`src/rtl/imem_loader_pkg.sv`:
```
// Shared types and stream-format constants for the instruction-memory loader.
package imem_loader_pkg;

    typedef enum logic [2:0] {
        ST_IDLE,
        ST_LEN0,
        ST_LEN1,
        ST_DATA,
        ST_CSUM,
        ST_DONE,
        ST_ERR
    } state_e;

    localparam int unsigned HDR_BYTES  = 2;
    localparam int unsigned CSUM_BYTES = 1;
    localparam int unsigned WORD_BYTES = 4;

    // Total number of bytes on the link for a well-formed load of n words.
    function automatic int unsigned stream_bytes(input int unsigned n);
        return HDR_BYTES + WORD_BYTES * n + CSUM_BYTES;
    endfunction

endpackage

```
`src/rtl/imem_loader_byte_assembler.sv`:
```
// Packs accepted payload bytes into little-endian 32-bit words and strobes
// once per completed word, one cycle after its fourth byte.
module byte_assembler (
    input  logic        clk,
    input  logic        rstn,
    input  logic        clear,
    input  logic        byte_en,
    input  logic [7:0]  byte_data,
    output logic        last_lane,
    output logic        word_stb,
    output logic [31:0] word_data
);

    logic [1:0]  lane_q, lane_d;
    logic [31:0] shift_q, shift_d;
    logic        stb_q, stb_d;

    // Bytes enter at the top and shift down, so the first byte ends in bits 7:0.
    always_comb begin
        lane_d  = lane_q;
        shift_d = shift_q;
        stb_d   = 1'b0;
        if (clear) begin
            lane_d = 2'd0;
        end else if (byte_en) begin
            shift_d = {byte_data, shift_q[31:8]};
            lane_d  = lane_q + 2'd1;
            stb_d   = (lane_q == 2'd3);
        end
    end

    // Lane counter, shift register and word strobe.
    always_ff @(posedge clk) begin
        if (!rstn) begin
            lane_q  <= 2'd0;
            shift_q <= 32'd0;
            stb_q   <= 1'b0;
        end else begin
            lane_q  <= lane_d;
            shift_q <= shift_d;
            stb_q   <= stb_d;
        end
    end

    // The shift register holds the finished word during the strobe cycle;
    // the next word's first byte only lands at the end of that cycle.
    assign last_lane = (lane_q == 2'd3);
    assign word_stb  = stb_q;
    assign word_data = shift_q;

endmodule

```
`src/rtl/imem_loader.sv`:
```
// Boot loader: parses a length-prefixed byte stream, writes words into the
// instruction RAM and releases the CPU once the checksum matches.
//
// state | meaning
// IDLE  | after reset, waiting for start
// LEN0  | waiting for word-count low byte
// LEN1  | waiting for word-count high byte, range check
// DATA  | receiving payload bytes
// CSUM  | waiting for checksum byte
// DONE  | load verified, CPU released
// ERR   | oversize length or checksum mismatch, CPU held
module imem_loader
    import imem_loader_pkg::*;
#(
    parameter int ADDR_W = 7
) (
    input  logic              clk,
    input  logic              rstn,
    input  logic              start,
    input  logic              byte_valid,
    input  logic [7:0]        byte_data,
    output logic              byte_ready,
    output logic              imem_we,
    output logic [ADDR_W-1:0] imem_addr,
    output logic [31:0]       imem_wdata,
    output logic              cpu_hold,
    output logic              busy,
    output logic              done,
    output logic              err
);

    localparam int          IDX_W = ADDR_W + 1;
    localparam int unsigned CAP   = 32'd1 << ADDR_W;

    state_e            state_q, state_d;
    logic [7:0]        len_lo_q, len_lo_d;
    logic [IDX_W-1:0]  n_q, n_d;
    logic [IDX_W-1:0]  idx_q, idx_d;
    logic [7:0]        xor_q, xor_d;
    logic [ADDR_W-1:0] addr_q, addr_d;
    logic              done_q, done_d;
    logic              err_q, err_d;
    logic              hold_q, hold_d;

    logic              in_load;
    logic              xfer;
    logic              start_ok;
    logic              asm_en;
    logic              last_lane;
    logic              word_stb;
    logic [31:0]       word_data;

    assign in_load  = (state_q == ST_LEN0) || (state_q == ST_LEN1) ||
                      (state_q == ST_DATA) || (state_q == ST_CSUM);
    assign xfer     = byte_valid && in_load;
    assign start_ok = start && !in_load;
    assign asm_en   = xfer && (state_q == ST_DATA);

    byte_assembler u_asm (
        .clk       (clk),
        .rstn      (rstn),
        .clear     (start_ok),
        .byte_en   (asm_en),
        .byte_data (byte_data),
        .last_lane (last_lane),
        .word_stb  (word_stb),
        .word_data (word_data)
    );

    // Next-state logic: header parse, word counting, checksum and status.
    always_comb begin
        logic [15:0] len;
        len      = {byte_data, len_lo_q};
        state_d  = state_q;
        len_lo_d = len_lo_q;
        n_d      = n_q;
        idx_d    = idx_q;
        xor_d    = xor_q;
        addr_d   = addr_q;
        done_d   = done_q;
        err_d    = err_q;
        hold_d   = hold_q;
        case (state_q)
            ST_IDLE, ST_DONE, ST_ERR: begin
                if (start) begin
                    state_d = ST_LEN0;
                    done_d  = 1'b0;
                    err_d   = 1'b0;
                    idx_d   = '0;
                    xor_d   = 8'd0;
                    hold_d  = 1'b1;
                end
            end
            ST_LEN0: begin
                if (xfer) begin
                    len_lo_d = byte_data;
                    state_d  = ST_LEN1;
                end
            end
            ST_LEN1: begin
                if (xfer) begin
                    n_d = len[IDX_W-1:0];
                    if (32'(len) > CAP) begin
                        state_d = ST_ERR;
                        err_d   = 1'b1;
                    end else if (len == 16'd0) begin
                        state_d = ST_CSUM;
                    end else begin
                        state_d = ST_DATA;
                    end
                end
            end
            ST_DATA: begin
                if (xfer) begin
                    xor_d = xor_q ^ byte_data;
                    if (last_lane) begin
                        addr_d = idx_q[ADDR_W-1:0];
                        idx_d  = idx_q + IDX_W'(1);
                        if (idx_d == n_q) begin
                            state_d = ST_CSUM;
                        end
                    end
                end
            end
            ST_CSUM: begin
                if (xfer) begin
                    if (byte_data == xor_q) begin
                        state_d = ST_DONE;
                        done_d  = 1'b1;
                        hold_d  = 1'b0;
                    end else begin
                        state_d = ST_ERR;
                        err_d   = 1'b1;
                    end
                end
            end
            default: state_d = ST_IDLE;
        endcase
    end

    // Control and status registers.
    always_ff @(posedge clk) begin
        if (!rstn) begin
            state_q  <= ST_IDLE;
            len_lo_q <= 8'd0;
            n_q      <= '0;
            idx_q    <= '0;
            xor_q    <= 8'd0;
            addr_q   <= '0;
            done_q   <= 1'b0;
            err_q    <= 1'b0;
            hold_q   <= 1'b1;
        end else begin
            state_q  <= state_d;
            len_lo_q <= len_lo_d;
            n_q      <= n_d;
            idx_q    <= idx_d;
            xor_q    <= xor_d;
            addr_q   <= addr_d;
            done_q   <= done_d;
            err_q    <= err_d;
            hold_q   <= hold_d;
        end
    end

    assign byte_ready = in_load;
    assign busy       = in_load;
    assign imem_we    = word_stb;
    assign imem_addr  = addr_q;
    assign imem_wdata = word_data;
    assign cpu_hold   = hold_q;
    assign done       = done_q;
    assign err        = err_q;

endmodule

```
`config.mk`:
```
export PLATFORM = sky130hd
export DESIGN_NAME = imem_loader
export DESIGN_NICKNAME = d
export VERILOG_FILES = /design/src/rtl/imem_loader_pkg.sv /design/src/rtl/imem_loader_byte_assembler.sv /design/src/rtl/imem_loader.sv
export SDC_FILE = /design/constraint.sdc
export NUM_CORES = 1
export LEC_CHECK = 0
export BUFFER_PORTS_ARGS = -buffer_cell sky130_fd_sc_hd__buf_4
export CELL_PAD_IN_SITES_DETAIL_PLACEMENT = 1
export CELL_PAD_IN_SITES_GLOBAL_PLACEMENT = 1
export CORE_ASPECT_RATIO = 1.1
export CORE_MARGIN = 2
export CORE_UTILIZATION = 45
export DETAILED_ROUTE_END_ITERATION = 10
export GPL_ROUTABILITY_DRIVEN = 0
export PLACE_DENSITY = 0.86
export SKIP_CTS_REPAIR_TIMING = 1
export SKIP_LAST_GASP = 1
export SLEW_MARGIN = 0
export SYNTH_ARGS = -nofsm -noshare
export SYNTH_HDL_FRONTEND = slang
export SYNTH_SLANG_ARGS = --single-unit
```
`constraint.sdc`:
```
create_clock -name clk -period 5.9 [get_ports clk]
set_input_delay 0.59 -clock clk [delete_from_list [all_inputs] [get_ports clk]]
set_output_delay 0.59 -clock clk [all_outputs]
set_load 0.02 [all_outputs]
```
==> metrics.md <==
| Metric | Value |
|---|---|
| Antenna violations before repair | 0 |
| Fin crit period | between 2 and 2.5 ns |
| GRT Util Overall | 0.232 |
| Largest net degree at the start of global routing | 72 |
| Core Footprint | about 8000 um^2 |
| Yosys cell types | 58 |
| IO Count | 57 |
| Layout Skew | 0.00946 ns |
| Syn nets | between 400 and 500 |
| Register bit count reported by yosys | 80 |
| Startpoint Class | register |
| Leakage power | about 0.0016 uW |
| CTS tree | yes |
| Die X | between 90 and 100 um |
| Slew @ Worst Pin | around 0.75 ns |
| Drt drc | 0 |
| Root buf cell | clkbuf_8 |
| Share of cells above drive strength 1 | 0.177 |
| Area grow syn2layout | 17.4% |
| Mapped Cells | 460 |
| Final hold vios | 0 |
| Drt total wl | 10,100 um |
| Ys Warns | 0 |
| Post-synthesis sequential area ratio | 0.434 |
| Fin worst setup slack | ~3.4 ns |
| H-tree lvl count | 3 |
| Avg Vias per Cell | 5.44 |
| Critical Path RT | roughly 6.2 ns |
| Tcrit/Tclk final | 0.417 |
| Drt initial violations | around 120 |
| Async set-reset flop share out of synthesis | 0 |
| Clk buf depth | 2 |
| MaxCap Viol Count | 0 |
| CP Data Arrival Time | about 2.7 ns |
| Synth Area per Inst | about 8 um^2 |
| Starting density of the core | 0.464 |
| Nets | approximately 510 |
| Congestion Overflow GR | 0 |
| RSZ-0062 raised after global routing | no |
| Std cell rows | 34 |
| Antenna Nets Post-Route | 0 |
| Endpoints failing setup | 0 |
| Area of the mapped netlist | 3690 um^2 |
| Wirelength per Cell | around 17 um |
| Crit Path Class | reg2reg |
| DR vias | between 3,000 and 4,000 |
| Worst vdd ir | approximately 0.00017 V |
| First-pass GRT wire length | between 15,000 and 20,000 um |
| Post-DP HPWL | a little over 7000 um |
| TNS Setup | 0 ns |
| Critical path peak fanout | 36 |
| Number of global-route vias before repair | about 3,400 |
| Achievable frequency | between 400 and 500 MHz |
| Status | completed |
| Pre-CTS WS | 3.49 ns |
| Port buffer count | 56 |
| Slew Limit Headroom | 0.497 |
| Worst Setup End Kind | register |
| Type of the most critical hold path | reg2reg |
| Initial DRT Pass Iterations | 4 |
| Clk_lat worst skew | 0.35 ns |
| Final Slew Violations | 0 |
| Power density over the cells | between 300 and 400 nW/um^2 |
| Die Y | approximately 99 um |
| # clock sinks | 80 |
| CTS Buf Count | 9 |
| Main synth FF type | dfxtp_1 |
| Die area | ~8900 um^2 |
| FILL cells | slightly above 1,000 |
| Register clock-pin slew on the reported worst setup and hold paths | 0.09 ns |
| Count of flip-flops with a built-in enable after synthesis | 0 |
| # diodes | 0 |
cells in the final DEF, fill, tap and decap left out, types with 4 or more instances in the layout:
cell type  instances
nor2_1            41
nand3_1            4
nand2b_1           6
nand2_1          106
clkbuf_8          10
buf_4             60
xnor2_1            7
o21ai_0           17
dfxtp_1           80
nor4_1             5
nor3_1             8
xor2_1            11
mux2i_1            9
a21oi_1           65
o21a_1             9
final cells by class:
type	instances	area, um^2	share of cell area
multi-input cells	344	1900	0.439
flip-flops and latches	80	1600	0.370
repair buffers	60	450	0.104
clock buffers	11	141	0.0326
well taps	108	135	0.0312
clock inverters	5	86.3	0.0199
inverters	4	15.0	0.00347
cell usage after synthesis (all sizes together), types with 2 or more instances:
master,count,area (um^2)
o211ai,2,20.0
nor2b,4,32.5
nand2,107,404
and2,3,18.8
a21oi,67,343
o22ai,3,18.8
nor3,8,40.0
a21boi,2,15.0
mux2i,9,90.1
ha,2,25.0
and3,3,18.8
nand4,2,12.5
dfxtp,80,1600
nor2,41,154
o21ai,17,85.1
nand4bb,2,22.5
buf,17,114
inv,4,15.0
xor2,11,96.3
nand3,5,30.0
o31a,2,17.5
clkbuf,15,56.3
nand3b,3,22.5
nor4,6,52.6
xnor2,8,77.6
nand2b,6,37.5
o21a,9,67.6
sequential cells by signal, summed over array words and instances (netlist names), 2 cells and up:
register         cells
n_q                  8
u_asm.word_data     32
xor_q                8
len_lo_q             8
u_asm.lane_q         2
state_q              3
idx_q                8
imem_addr            7
power by group:
part / switching [uW] / internal [uW]
Sequential: 48.3 / 565
Combinational: 229 / 142
Clock: 212 / 254
Total: 489 / 961
cells by family (layout without fill, tap and decap cells):
| family | after synthesis | in the layout | share of synthesized area |
|---|---|---|---|
| compound gates | 115 | 115 | 0.188 |
| flops | 80 | 80 | 0.434 |
| simple gates | 199 | 199 | 0.249 |
| xor+xnor | 19 | 19 | 0.0472 |
| mux | 9 | 9 | 0.0244 |
| buf+inv | 36 | 80 | 0.0502 |
| fa+ha+maj | 2 | 2 | 0.00678 |
per-stage QoR:
stage | power [uW] | hold slack (ns) | instances | area [um^2] | util
after floorplan | 907 | 0.440 | 460 | 3690 | -
after global placement | 974 | 0.446 | 596 | 4100 | 0.516
after detailed placement | 995 | 0.451 | 596 | 4100 | 0.516
after CTS | 1460 | 0.466 | 612 | 4330 | 0.545
after global routing | 1520 | 0.483 | 612 | 4330 | 0.545
final | 1450 | 0.465 | 612 | 4330 | 0.545
critical path, cell delays in order, from the launching register on:
cell and delay [ns]:
dfxtp_1 0.49, nor2b_4 0.39, and3_1 0.21, buf_4 0.36
nand2_1 0.34, or3_1 0.41, a21oi_1 0.16
path summary, 6_finish.rpt:
kind | from | endpoint | slack [ns] | cells past startpoint
setup / recovery | state_q[1] | idx_q[3] | 3.44 | 6
hold / removal | imem_addr[4] | imem_addr[4] | 0.46 | 2
setup reg to reg | state_q[1] | idx_q[3] | 3.44 | 6
hold reg to reg | imem_addr[4] | imem_addr[4] | 0.46 | 2
metal layers:
| metal | GRT usage | vias to the layer above | wire (um) |
|---|---|---|---|
| li1 | - | 1649 | - |
| met1 | 0.270 | 1622 | 4370 |
| met2 | 0.437 | 44 | 5420 |
| met3 | 0.0321 | 12 | 199 |
| met4 | 0.0757 | 0 | 153 |
| met5 | 0 | - | 0 |
Power figures use the tool's default switching activity.
